### src/rtl/rotary_pkg.sv
// Shared types and constants for the rotary decoder.
package rotary_pkg;

    // Quadrature phase as {A,B}; clockwise order is 11 -> 10 -> 00 -> 01 -> 11.
    typedef enum logic [1:0] {
        PH_11 = 2'b11,
        PH_10 = 2'b10,
        PH_00 = 2'b00,
        PH_01 = 2'b01
    } phase_t;

    localparam int               SPEED_W   = 5;
    localparam logic [SPEED_W-1:0] SPEED_MAX = 5'd31;

    localparam logic DIR_CW  = 1'b1;
    localparam logic DIR_CCW = 1'b0;

endpackage

### src/rtl/rotary_decoder_if.sv
// Encoder-side inputs and paddle-side event outputs of the rotary decoder.
interface rotary_decoder_if;
    import rotary_pkg::*;

    logic               rot_a;
    logic               rot_b;
    logic               enable;
    logic               rotary_event;
    logic               rotary_right;
    logic [SPEED_W-1:0] speed;

    modport master (
        output rot_a, rot_b, enable,
        input  rotary_event, rotary_right, speed
    );

    modport slave (
        input  rot_a, rot_b, enable,
        output rotary_event, rotary_right, speed
    );

endinterface

### src/rtl/rotary_filter.sv
// One encoder channel: 2-FF synchroniser followed by a hold-time debouncer.
module rotary_filter #(
    parameter int DEBOUNCE_CYCLES = 5000
) (
    input  logic clock,
    input  logic reset,
    input  logic raw,
    output logic filtered
);

    localparam int               CNT_W    = $clog2(DEBOUNCE_CYCLES);
    localparam logic [CNT_W-1:0] CNT_LAST = CNT_W'(DEBOUNCE_CYCLES - 1);

    logic             sync_p0;
    logic             sync_p1;
    logic [CNT_W-1:0] cnt;

    always_ff @(posedge clock) begin
        if (reset) begin
            sync_p0 <= 1'b1;
            sync_p1 <= 1'b1;
        end else begin
            sync_p0 <= raw;
            sync_p1 <= sync_p0;
        end
    end

    // sync_p1 -> filtered: any return to the accepted level restarts the hold count
    always_ff @(posedge clock) begin
        if (reset) begin
            filtered <= 1'b1;
            cnt      <= '0;
        end else if (sync_p1 == filtered) begin
            cnt <= '0;
        end else if (cnt == CNT_LAST) begin
            filtered <= sync_p1;
            cnt      <= '0;
        end else begin
            cnt <= cnt + CNT_W'(1);
        end
    end

endmodule

### src/rtl/rotary_decoder.sv
// Quadrature decoder: one event per detent with direction and speed.
// Define ROTARY_ACCEL_EN to derive speed from the interval between detents.
module rotary_decoder
    import rotary_pkg::*;
#(
    parameter int DEBOUNCE_CYCLES = 5000,
    parameter int TICK_CYCLES     = 50000,
    parameter int MIN_SPEED       = 1
) (
    input logic             clock,
    input logic             reset,
    rotary_decoder_if.slave bus
);

    localparam logic [SPEED_W-1:0] SPEED_MIN = SPEED_W'(MIN_SPEED);

    if (DEBOUNCE_CYCLES < 2) begin : g_bad_debounce
        $error("DEBOUNCE_CYCLES must be at least 2");
    end
    if (TICK_CYCLES < 1) begin : g_bad_tick
        $error("TICK_CYCLES must be at least 1");
    end
    if (MIN_SPEED < 0 || MIN_SPEED > 31) begin : g_bad_speed
        $error("MIN_SPEED must be within 0..31");
    end

    logic a_filt;
    logic b_filt;

    rotary_filter #(.DEBOUNCE_CYCLES(DEBOUNCE_CYCLES)) u_filt_a (
        .clock    (clock),
        .reset    (reset),
        .raw      (bus.rot_a),
        .filtered (a_filt)
    );

    rotary_filter #(.DEBOUNCE_CYCLES(DEBOUNCE_CYCLES)) u_filt_b (
        .clock    (clock),
        .reset    (reset),
        .raw      (bus.rot_b),
        .filtered (b_filt)
    );

    phase_t             phase;
    phase_t             phase_nxt;
    logic               fire;
    logic               dir;
    logic [SPEED_W-1:0] speed_evt;
    logic               event_q;
    logic               right_q;
    logic [SPEED_W-1:0] speed_q;

    always_ff @(posedge clock) begin
        if (reset) phase <= PH_11;
        else       phase <= phase_nxt;
    end

    // A two-bit jump into 00 comes from 11, so only legal single-bit entries fire
    always_comb begin
        phase_nxt = phase_t'({a_filt, b_filt});
        fire      = 1'b0;
        dir       = DIR_CCW;
        if (bus.enable && phase_nxt == PH_00) begin
            case (phase)
                PH_10: begin
                    fire = 1'b1;
                    dir  = DIR_CW;
                end
                PH_01: begin
                    fire = 1'b1;
                    dir  = DIR_CCW;
                end
                default: ;
            endcase
        end
    end

`ifdef ROTARY_ACCEL_EN
    localparam int               PRE_W    = $clog2(TICK_CYCLES + 1);
    localparam logic [PRE_W-1:0] PRE_LAST = PRE_W'(TICK_CYCLES - 1);

    logic [PRE_W-1:0]   presc;
    logic [SPEED_W-1:0] tick;
    logic [SPEED_W-1:0] tick_adv;
    logic               tick_step;
    logic               last_dir;

    function automatic logic [SPEED_W-1:0] sat_tick(input logic [SPEED_W-1:0] t,
                                                     input logic               step);
        return (step && t != SPEED_MAX) ? t + SPEED_W'(1) : t;
    endfunction

    function automatic logic [SPEED_W-1:0] floor_speed(input logic [SPEED_W-1:0] t);
        logic [SPEED_W-1:0] s;
        s = SPEED_MAX - t;
        return (s < SPEED_MIN) ? SPEED_MIN : s;
    endfunction

    assign tick_step = (presc == PRE_LAST);
    assign tick_adv  = sat_tick(tick, tick_step);

    // The event clock itself counts toward the interval it closes
    always_ff @(posedge clock) begin
        if (reset) begin
            presc    <= '0;
            tick     <= '0;
            last_dir <= DIR_CCW;
        end else if (fire) begin
            presc    <= '0;
            tick     <= '0;
            last_dir <= dir;
        end else begin
            presc <= tick_step ? '0 : presc + PRE_W'(1);
            tick  <= tick_adv;
        end
    end

    assign speed_evt = (dir != last_dir) ? SPEED_MIN : floor_speed(tick_adv);
`else
    assign speed_evt = SPEED_MIN;
`endif

    // Detent decision -> registered event/direction/speed
    always_ff @(posedge clock) begin
        if (reset) begin
            event_q <= 1'b0;
            right_q <= DIR_CCW;
            speed_q <= SPEED_MIN;
        end else begin
            event_q <= fire;
            if (fire) begin
                right_q <= dir;
                speed_q <= speed_evt;
            end
        end
    end

    assign bus.rotary_event = event_q;
    assign bus.rotary_right = right_q;
    assign bus.speed        = speed_q;

endmodule
### src/flat_wrapper.sv
// flat-port wrapper written by rule: the top's interface ports become plain ports
module rotary_decoder_flat import rotary_pkg::*;
#(
    parameter int DEBOUNCE_CYCLES = 5000,
    parameter int TICK_CYCLES     = 50000,
    parameter int MIN_SPEED       = 1
)
  (clock, reset, bus_rot_a, bus_rot_b, bus_enable, bus_rotary_event, bus_rotary_right, bus_speed);
  rotary_decoder_if bus_i ();
  input logic clock;
  input logic reset;
  input wire logic [$bits(bus_i.rot_a)-1:0] bus_rot_a;
  input wire logic [$bits(bus_i.rot_b)-1:0] bus_rot_b;
  input wire logic [$bits(bus_i.enable)-1:0] bus_enable;
  output wire logic [$bits(bus_i.rotary_event)-1:0] bus_rotary_event;
  output wire logic [$bits(bus_i.rotary_right)-1:0] bus_rotary_right;
  output wire logic [$bits(bus_i.speed)-1:0] bus_speed;
  assign bus_i.rot_a = bus_rot_a;
  assign bus_i.rot_b = bus_rot_b;
  assign bus_i.enable = bus_enable;
  assign bus_rotary_event = bus_i.rotary_event;
  assign bus_rotary_right = bus_i.rotary_right;
  assign bus_speed = bus_i.speed;
  rotary_decoder #(.DEBOUNCE_CYCLES(DEBOUNCE_CYCLES), .TICK_CYCLES(TICK_CYCLES), .MIN_SPEED(MIN_SPEED)) u_core (.clock(clock), .reset(reset), .bus(bus_i));
endmodule
### config.mk
export PLATFORM = sky130hd
export DESIGN_NAME = rotary_decoder_flat
export DESIGN_NICKNAME = d
export VERILOG_FILES = /design/src/rtl/rotary_pkg.sv /design/src/rtl/rotary_decoder_if.sv /design/src/rtl/rotary_filter.sv /design/src/rtl/rotary_decoder.sv /design/src/flat_wrapper.sv
export SDC_FILE = /design/constraint.sdc
export NUM_CORES = 1
export LEC_CHECK = 0
export ABC_AREA = 1
export CAP_MARGIN = 10
export CELL_PAD_IN_SITES_DETAIL_PLACEMENT = 0
export CELL_PAD_IN_SITES_GLOBAL_PLACEMENT = 1
export CORE_ASPECT_RATIO = 0.6
export CORE_MARGIN = 2
export CORE_UTILIZATION = 38
export DETAILED_ROUTE_END_ITERATION = 10
export MAX_ROUTING_LAYER = met4
export PLACE_DENSITY_LB_ADDON = 0.1
export SYNTH_ARGS = -nofsm -noshare
export SYNTH_HDL_FRONTEND = slang
export SYNTH_HIERARCHICAL = 1
export SYNTH_SLANG_ARGS = --single-unit
export TNS_END_PERCENT = 5
### constraint.sdc
create_clock -name clock -period 1.2 [get_ports clock]
set_input_delay 0.3 -clock clock [delete_from_list [all_inputs] [get_ports clock]]
set_output_delay 0.3 -clock clock [all_outputs]
set_load 0.05 [all_outputs]
======== After elaboration in Yosys (flattened, before gate mapping) ========
Index checks and enable logic that the tools add are counted.
word-level totals
  register bits ........................... 36
  output and inout bits ................... 7
  logic and storage cells ................. 32
cells by class
  $add $sub $neg .......................... 2
  eq/ne operators ......................... 6
  muxes and demuxes ....................... 4
  bitwise gates (word level) .............. 2
  reductions and logical operators ........ 7
operators by type and width
  kind                                           number
  adder 13 x 1 -> 13 bit, second input constant  2
  == test 13 bit, second input constant          2
  OR reduction 3 bit                             2
  two-way mux 1 bit                              4
  AND reduction 2 bit                            2
  == test 1 bit                                  2
  == test 2 x 1 -> 1 bit, second input constant  1
  == test 2 bit, second input constant           1
  logical NOT 2 bit                              1
  inverter 1 bit                                 2
  OR reduction 2 bit                             1
  logical AND 1 bit                              1

======== Longest topological paths before layout ========
Gate-level depths: netlist of the first run.
  depth after elaboration ................. 4
  mapped depth ............................ 7

======== Modules after synthesis ========
Netlist of the first run, hierarchy kept.
modules (own cells, without submodules)
  module                           instances  cells an instance  area an instance (um2)  sequential area each (um2)
  rotary_filter (u_core.u_filt_b)  1          101                814.5                   320.3
  rotary_filter (u_core.u_filt_a)  1          103                750.7                   320.3
  rotary_decoder                   1          26                 202.7                   80.1

======== Worst setup path after synthesis of the first run ========
Ideal clock, no wire load.
  path type ............................... flip-flop to flip-flop
  start point ............................. register u_core.u_filt_b.cnt[0]
  end point ............................... register u_core.u_filt_b.cnt[5]
  setup time .............................. 0.115 ns
  data arrival time ....................... 1.160 ns
  slack ................................... -0.075 ns
  cell stages (with the launch flop) ...... 8
  path through ............................ dfxtp_1 > ha_1 > nand2_2 > nor2_4 > nand3_2 > nand2_4 > buf_12 > nor2_2
between the ends
  word-level cells in the longest chain between the ends .. 2
ends and longest elaborated chain
  element                                                                         line                 source
  start: declaration                                                              rotary_filter.sv:16  logic [CNT_W-1:0] cnt;
  start signal: assignment                                                        rotary_filter.sv:39  cnt <= cnt + CNT_W'(1);
  parallel branches: the longest is 2 deep, another holds adder 13 x 1 -> 13 bit  --
Parallel ways; which one is timed is not known.
A chain may end at the register's enable or synchronous reset.

======== Worst setup path in the final report of the first run ========
  start point ............................. register u_core.u_filt_a.cnt[1]
  end point ............................... register u_core.u_filt_a.cnt[8]
between the ends
  word-level cells in the longest chain between the ends .. 2
ends and longest elaborated chain
  element                                                                         line
  start: declaration                                                              rotary_filter.sv:16
  start signal: assignment                                                        rotary_filter.sv:39
  parallel branches: the longest is 2 deep, another holds adder 13 x 1 -> 13 bit  --
Parallel ways; which one is timed is not known.

==> impl_metrics.prom, run 1 <==
# TYPE chip_impl_metric gauge
chip_impl_info{name="status",value="finished, violations left"} 1
chip_impl_info{name="violations",value="negative setup slack"} 1
chip_impl_metric{name="met3_wirelength",unit="µm"} 187
chip_impl_info{name="crit_path_start_kind",value="flip-flop"} 1
chip_impl_metric{name="detailroute.wirelength.met2",unit="mm"} 1.30
chip_impl_metric{name="combinationalPowerShare",unit="%"} 3.8
chip_impl_metric{name="port_buffers",unit=""} 6
chip_impl_metric{name="route.vias.total",unit=""} 1441
chip_impl_metric{name="fin_total_pwr",unit="mW"} 2.37
chip_impl_metric{name="synth_cell_type_count",unit=""} 25
chip_impl_metric{name="power.leakage",unit="nW"} 0.826
chip_impl_metric{name="arrival",unit="ps"} 1380
chip_impl_metric{name="fin_crit",unit="ps"} 1200
chip_impl_metric{name="placed_cells_incl_taps",unit=""} 323
chip_impl_metric{name="drt_drc_violations_left",unit=""} 0
chip_impl_metric{name="vias_in_the_first_global_route",unit=""} 1264
chip_impl_metric{name="timing.max_cap.violations",unit=""} 0
chip_impl_metric{name="clkLatencyLatePin",unit="ps"} 290
chip_impl_metric{name="first_pass_iters",unit=""} 4
chip_impl_metric{name="grt_usage",unit="%"} 15.6
chip_impl_metric{name="final-max-slew-violation-count",unit=""} 0
chip_impl_metric{name="post_layout_nonfiller_instances",unit=""} 333
chip_impl_info{name="worstSetupPathType",value="reg2reg"} 1
chip_impl_info{name="timing.critical_path.cells",value="ha_4 -> nand2_1 -> nor2_4 -> nand2_2 -> xor2_2 -> nor2_2"} 1
chip_impl_metric{name="fin_area",unit="µm²"} 2310
chip_impl_metric{name="total_switching_power",unit="mW"} 0.523
chip_impl_info{name="rsz0062_at_grt",value="yes"} 1
chip_impl_metric{name="initial_core_util",unit="%"} 39.1
chip_impl_info{name="cts-root-buf",value="clkbuf_8"} 1
chip_impl_metric{name="globalplace.congestion",unit=""} 0.707
chip_impl_metric{name="post_synth.cell_area_avg",unit="µm²"} 7.69
chip_impl_metric{name="cts_sinks",unit=""} 36
chip_impl_metric{name="grt_max_degree",unit=""} 14
chip_impl_metric{name="cts-buffers-inserted",unit=""} 5
chip_impl_metric{name="antennaDiodeCount",unit=""} 0
chip_impl_metric{name="yosys_warnings",unit=""} 6
chip_impl_metric{name="wl_met1",unit="mm"} 2.00
chip_impl_metric{name="utilization",unit="%"} 51.2
chip_impl_metric{name="core.rowCount",unit=""} 19
chip_impl_metric{name="yosysTopAreaCellShare",unit="%"} 40.8
chip_impl_info{name="hold_class",value="reg2reg"} 1
chip_impl_metric{name="cts.hold.buffers_added",unit=""} 0
chip_impl_metric{name="grt_antenna_before_repair",unit=""} 0
chip_impl_metric{name="htree_levels",unit=""} 2
chip_impl_info{name="yosysTopAreaCell",value="dfxtp_1"} 1
chip_impl_metric{name="antenna_left",unit=""} 0
chip_impl_metric{name="vias_cell",unit=""} 4.33
chip_impl_metric{name="dr.first_iter.drc_count",unit=""} 65
chip_impl_metric{name="io_pins",unit=""} 12
chip_impl_info{name="cts_tree",value="done"} 1
chip_impl_metric{name="syn_area",unit="µm²"} 1770
chip_impl_metric{name="dpl.hpwl",unit="mm"} 2.53
chip_impl_metric{name="nNetsFinal",unit=""} 277
chip_impl_metric{name="clockBufferDepth",unit=""} 2
chip_impl_metric{name="fmax",unit="GHz"} 0.833
chip_impl_metric{name="worst_clock_skew",unit="ps"} 10.3
chip_impl_metric{name="critPathMaxFanout",unit=""} 6
chip_impl_metric{name="ir_drop",unit="µV"} 624
chip_impl_metric{name="p_int",unit="mW"} 1.85
chip_impl_metric{name="share_seq_of_total_power",unit="%"} 50.9
chip_impl_info{name="mostFrequentLayoutCells",value="47 x nand2_1, 31 x dfxtp_1, 28 x buf_4, 25 x inv_1, 19 x nor2_1"} 1
chip_impl_metric{name="floorplan.die.width",unit="µm"} 92.1
chip_impl_info{name="crit_family",value="simple AND/OR/NAND/NOR gates"} 1
chip_impl_metric{name="cp_required",unit="ps"} 1380
chip_impl_metric{name="route.final.wire_length",unit="mm"} 3.52
chip_impl_metric{name="overflow",unit=""} 0
chip_impl_metric{name="powerDensity",unit="nW/µm²"} 1030
chip_impl_metric{name="final_critical_path_setup_slack",unit="ps"} -0.522
chip_impl_metric{name="post-place-ws",unit="ps"} -250
chip_impl_metric{name="postPlaceCellArea",unit="µm²"} 2100
chip_impl_metric{name="post_synth_inst_count",unit=""} 230
chip_impl_metric{name="avgRoutedWirePerCell",unit="µm"} 10.6
chip_impl_metric{name="final_layout_size_suffix_gt1_share",unit="%"} 33.7
chip_impl_metric{name="die-height",unit="µm"} 56.8
chip_impl_metric{name="crit_path_buffers_inverters",unit=""} 0
chip_impl_info{name="synth_top_cells_by_area",value="dfxtp_1 41%, nand2_1 10%, nor2_2 5.7%, inv_1 5.5%, nor2_1 4.9%"} 1
chip_impl_metric{name="fin_tns_setup",unit="ps"} -0.584
chip_impl_metric{name="share_clk_of_total_power",unit="%"} 45.2
chip_impl_metric{name="core_area",unit="µm²"} 4520
chip_impl_info{name="final_common_cell",value="nand2_1"} 1
chip_impl_info{name="critical_path.endpoint_type",value="flip-flop"} 1
chip_impl_metric{name="ys_ff_latch",unit=""} 36
chip_impl_metric{name="die-area",unit="µm²"} 5230
chip_impl_metric{name="area_growth_syn_to_layout",unit="%"} 30.7
chip_impl_info{name="crit_path_top_delay_cell",value="dfxtp_2"} 1
chip_impl_info{name="highest_layer",value="met4"} 1
chip_impl_metric{name="finalCritPeriodShare",unit="%"} 100
chip_impl_metric{name="hold_ws",unit="ps"} 408
chip_impl_metric{name="clk_transition_reported_paths",unit="ps"} 80
chip_impl_metric{name="final-setup-viol-count",unit=""} 2
chip_impl_metric{name="seq_area_frac_synth",unit="%"} 40.8
chip_impl_metric{name="cp_max_stage_delay",unit="ps"} 350
chip_impl_metric{name="netSwitchingFraction",unit="%"} 22.1
chip_impl_metric{name="grt_pass1_wl",unit="mm"} 6.09
chip_impl_metric{name="final-hold-violation-count",unit=""} 0
-- what timing repair did --
item                                    4_1_cts  5_1_grt
endpoints found under the setup margin       27       27
setup buffers                                 0        1
resized for setup                            13        8
pin swaps                                     4        8
cloned                                        1        0
-- cell type report --
cell class | instances | area [µm²]
timing repair buffer | 35 | 302
clock inverter | 3 | 42.5
sequential | 36 | 727
multi-input combinational | 164 | 991
fill | 445 | 2210
inverter | 27 | 101
clock buffer | 5 | 68.8
tap | 63 | 78.8
-- worst paths after layout --
check / slack (ps) / start / endpoint / depth (start not counted)
max: -0.5 / u_core/u_filt_a/cnt[1] / u_core/u_filt_a/cnt[8] / 6
min: 410 / u_core/u_filt_a/sync_p0 / u_core/u_filt_a/sync_p1 / 1
max reg2reg: -0.5 / u_core/u_filt_a/cnt[1] / u_core/u_filt_a/cnt[8] / 6
min reg2reg: 410 / u_core/u_filt_a/sync_p0 / u_core/u_filt_a/sync_p1 / 1
-- state kept, by name (all words and copies together) (netlist names) --
name	cells
u_core/u_filt_b/sync_p0	1
u_core/bus.rotary_right	1
u_core/u_filt_b/cnt	13
u_core/bus.rotary_event	1
u_core/u_filt_b/filtered	1
u_core/u_filt_a/cnt	13
u_core/u_filt_a/filtered	1
u_core/phase	2
u_core/u_filt_b/sync_p1	1
u_core/u_filt_a/sync_p0	1
u_core/u_filt_a/sync_p1	1
-- cell usage after synthesis --
cell,instances
dfxtp_1,36
buf_6,1
and2_1,1
inv_2,1
nand3b_1,2
a21oi_1,10
nor2_4,4
nand3_1,12
buf_12,1
or2_2,6
ha_1,3
a21oi_2,2
inv_1,26
nor2_1,23
nand2_2,4
nand3_2,2
nand2_1,49
nor2_2,16
nand2_4,1
xnor2_1,5
buf_4,5
or2_0,1
nand4_1,10
xor2_1,7
conb_1,2
-- cells by family after synthesis --
group           Yosys count  share of synthesized area [%]
simple gates            131                           37.3
flops                    36                           40.8
buf+inv                  34                           9.62
compound gates           12                           3.82
xor+xnor                 12                           5.94
fa+ha+maj                 3                           2.12
other cells               2                          0.425
-- power groups by stage --
stage	clock, mW	sequential (mW)	combinational (mW)
floorplan	0	1.23	0.0749
global placement	0	1.23	0.0847
detailed placement	0	1.23	0.0849
CTS	1.11	1.21	0.0900
global route	1.17	1.21	0.0976
finish	1.07	1.21	0.0908
-- routing by layer --
layer  up-vias  track usage [%]
met4         0             4.48
met1       629             23.9
met3         5             4.97
li1        783                -
met2        24             18.8
met5         -                -
(Power assumes the default switching activity.)
==> run 2, diff against run 1 <==
Settings changed: SLEW_MARGIN set to 5.
==> results of run 2 <==
Final layout, timing and power as in run 1 (identical DEF).
==> run 3, diff against run 2 <==
Settings changed: CORE_UTILIZATION 38 to 41, DONT_BUFFER_PORTS set to 1.
==> impl_metrics.prom, run 3 (synthesis results as in run 1) <==
# TYPE chip_impl_metric gauge
chip_impl_metric{name="clkLatencyLatePin",unit="ps"} 280
chip_impl_metric{name="clk_transition_reported_paths",unit="ps"} 70
chip_impl_metric{name="power.leakage",unit="nW"} 0.769
chip_impl_metric{name="initial_core_util",unit="%"} 42.9
chip_impl_metric{name="grt_max_degree",unit=""} 14
chip_impl_metric{name="final_layout_size_suffix_gt1_share",unit="%"} 35.1
chip_impl_info{name="regToRegStartpoint",value="u_core/u_filt_b/cnt[1]"} 1
chip_impl_info{name="cts_tree",value="done"} 1
chip_impl_metric{name="final-setup-viol-count",unit=""} 0
chip_impl_metric{name="cp_required",unit="ps"} 1370
chip_impl_metric{name="core_area",unit="µm²"} 4120
chip_impl_metric{name="cts_sinks",unit=""} 36
chip_impl_metric{name="die-area",unit="µm²"} 4870
chip_impl_info{name="final_common_cell",value="nand2_1"} 1
chip_impl_metric{name="cp_max_stage_delay",unit="ps"} 360
chip_impl_info{name="critical_path.endpoint_type",value="flip-flop"} 1
chip_impl_metric{name="clockBufferDepth",unit=""} 2
chip_impl_metric{name="grt_usage",unit="%"} 17.6
chip_impl_metric{name="finalCritPeriodShare",unit="%"} 98.3
chip_impl_info{name="cp-startpoint",value="u_core/u_filt_b/cnt[1]"} 1
chip_impl_metric{name="grt_antenna_before_repair",unit=""} 0
chip_impl_metric{name="arrival",unit="ps"} 1340
chip_impl_metric{name="dr.first_iter.drc_count",unit=""} 68
chip_impl_metric{name="antenna_left",unit=""} 0
chip_impl_metric{name="floorplan.die.width",unit="µm"} 88.8
chip_impl_metric{name="antennaDiodeCount",unit=""} 0
chip_impl_metric{name="fmax",unit="GHz"} 0.848
chip_impl_metric{name="vias_cell",unit=""} 4.60
chip_impl_info{name="rsz0062_at_grt",value="yes"} 1
chip_impl_metric{name="grt_pass1_wl",unit="mm"} 6.02
chip_impl_metric{name="globalplace.congestion",unit=""} 0.913
chip_impl_metric{name="critPathMaxFanout",unit=""} 2
chip_impl_metric{name="io_pins",unit=""} 12
chip_impl_metric{name="nNetsFinal",unit=""} 267
chip_impl_info{name="mostFrequentLayoutCells",value="47 x nand2_1, 27 x dfxtp_1, 25 x inv_1, 24 x buf_4, 19 x nor2_2"} 1
chip_impl_metric{name="overflow",unit=""} 0
chip_impl_info{name="crit_path_start_kind",value="flip-flop"} 1
chip_impl_info{name="status",value="finished, final reports clean"} 1
chip_impl_metric{name="powerDensity",unit="nW/µm²"} 944
chip_impl_metric{name="fin_crit",unit="ps"} 1180
chip_impl_metric{name="timing.max_cap.violations",unit=""} 0
chip_impl_metric{name="crit_path_buffers_inverters",unit=""} 1
chip_impl_info{name="largest_registers",value="u_core/u_filt_a/cnt (13), u_core/u_filt_b/cnt (13), u_core/phase (2)"} 1
chip_impl_info{name="crit_path_top_delay_cell",value="dfxtp_2"} 1
chip_impl_metric{name="port_buffers",unit=""} 0
chip_impl_metric{name="cts-buffers-inserted",unit=""} 5
chip_impl_metric{name="core.rowCount",unit=""} 18
chip_impl_metric{name="drt_drc_violations_left",unit=""} 0
chip_impl_metric{name="area_growth_syn_to_layout",unit="%"} 23.8
chip_impl_metric{name="first_pass_iters",unit=""} 4
chip_impl_metric{name="postPlaceCellArea",unit="µm²"} 1980
chip_impl_info{name="cts-root-buf",value="clkbuf_8"} 1
chip_impl_info{name="hold_class",value="in2reg"} 1
chip_impl_metric{name="route.vias.total",unit=""} 1468
chip_impl_info{name="crit_family",value="simple AND/OR/NAND/NOR gates"} 1
chip_impl_metric{name="fin_tns_setup",unit="ps"} 0
chip_impl_info{name="worstSetupPathType",value="reg2reg"} 1
chip_impl_metric{name="htree_levels",unit=""} 2
chip_impl_metric{name="ir_drop",unit="µV"} 399
chip_impl_metric{name="route.final.wire_length",unit="mm"} 3.80
chip_impl_metric{name="final-max-slew-violation-count",unit=""} 0
chip_impl_metric{name="fin_area",unit="µm²"} 2190
chip_impl_metric{name="worst_clock_skew",unit="ps"} 7.16
chip_impl_metric{name="utilization",unit="%"} 53.1
chip_impl_metric{name="vias_in_the_first_global_route",unit=""} 1270
chip_impl_metric{name="final-hold-violation-count",unit=""} 0
chip_impl_metric{name="die-height",unit="µm"} 54.9
chip_impl_info{name="origin_of_the_worst_min_delay_path",value="reset"} 1
chip_impl_metric{name="avgRoutedWirePerCell",unit="µm"} 11.9
chip_impl_info{name="timing.critical_path.cells",value="ha_4 -> nand2_4 -> nor2_4 -> nand3_4 -> buf_6 -> nand2_1 -> nand3b_1"} 1
chip_impl_metric{name="dpl.hpwl",unit="mm"} 2.78
## run 3: cell types whose count changed in the layout (fill, tap and decap cells not counted), sizes merged
cell	change
clkbuf	+1
clkinvlp	-1
clkdlybuf4s50	-4
bufinv	-1
buf	-6
## run 3: worst register-to-register path: cells and delay by family (launching register included)
kind | cells | cell delay (ps)
fa+ha+maj | 1 | 150
simple gates | 5 | 430
buf+inv | 1 | 130
flops | 1 | 360
## run 3: cell type report
| type | instances | area [µm²] |
|---|---|---|
| Clock buffer | 6 | 72.6 |
| Fill cell | 403 | 1930 |
| Tap cell | 60 | 75.1 |
| Clock inverter | 1 | 5.00 |
| Inverter | 27 | 101 |
| Multi-Input combinational cell | 164 | 1010 |
| Sequential cell | 36 | 732 |
| Timing Repair Buffer | 25 | 191 |
## run 3: through the flow
step	total power [mW]	setup slack, ps	hold slack (ps)	instances
after floorplan	1.31	-16.9	372	233
after global placement	1.30	-37.4	375	309
after detailed placement	1.30	-103	376	309
after CTS	2.09	-0.164	83.1	319
after global routing	2.14	-50.5	71.8	319
final	2.07	20.7	90.1	319
## run 3: worst paths after layout
path / endpoint / slack [ps] / cells after the start
worst max-delay path: u_core/u_filt_b/filtered / 20 / 7
worst min-delay path: u_core/bus.rotary_event / 90 / 1
worst max register to register: u_core/u_filt_b/filtered / 20 / 7
worst min register to register: u_core/u_filt_a/sync_p1 / 410 / 1
## run 3: what timing repair did
item	4_1_cts	5_1_grt
hold endpoints to repair	0	0
pin swaps	7	4
cloned	1	0
hold buffers	0	0
endpoints found under the setup margin	27	28
buffers inserted	2	0
resized for setup	14	17
## run 3: power breakdown
group	total [mW]	internal, mW	switching, mW
Clock	0.788	0.394	0.393
Sequential	1.21	1.20	0.00510
Combinational	0.0707	0.0155	0.0552
## run 3: per-layer routing
metal	routed length [µm]	track usage (%)	vias to the layer above
met2	1450	21.6	39
met1	2050	26.5	664
met5	0	-	-
li1	-	-	763
met4	13	4.55	0
met3	290	5.43	2
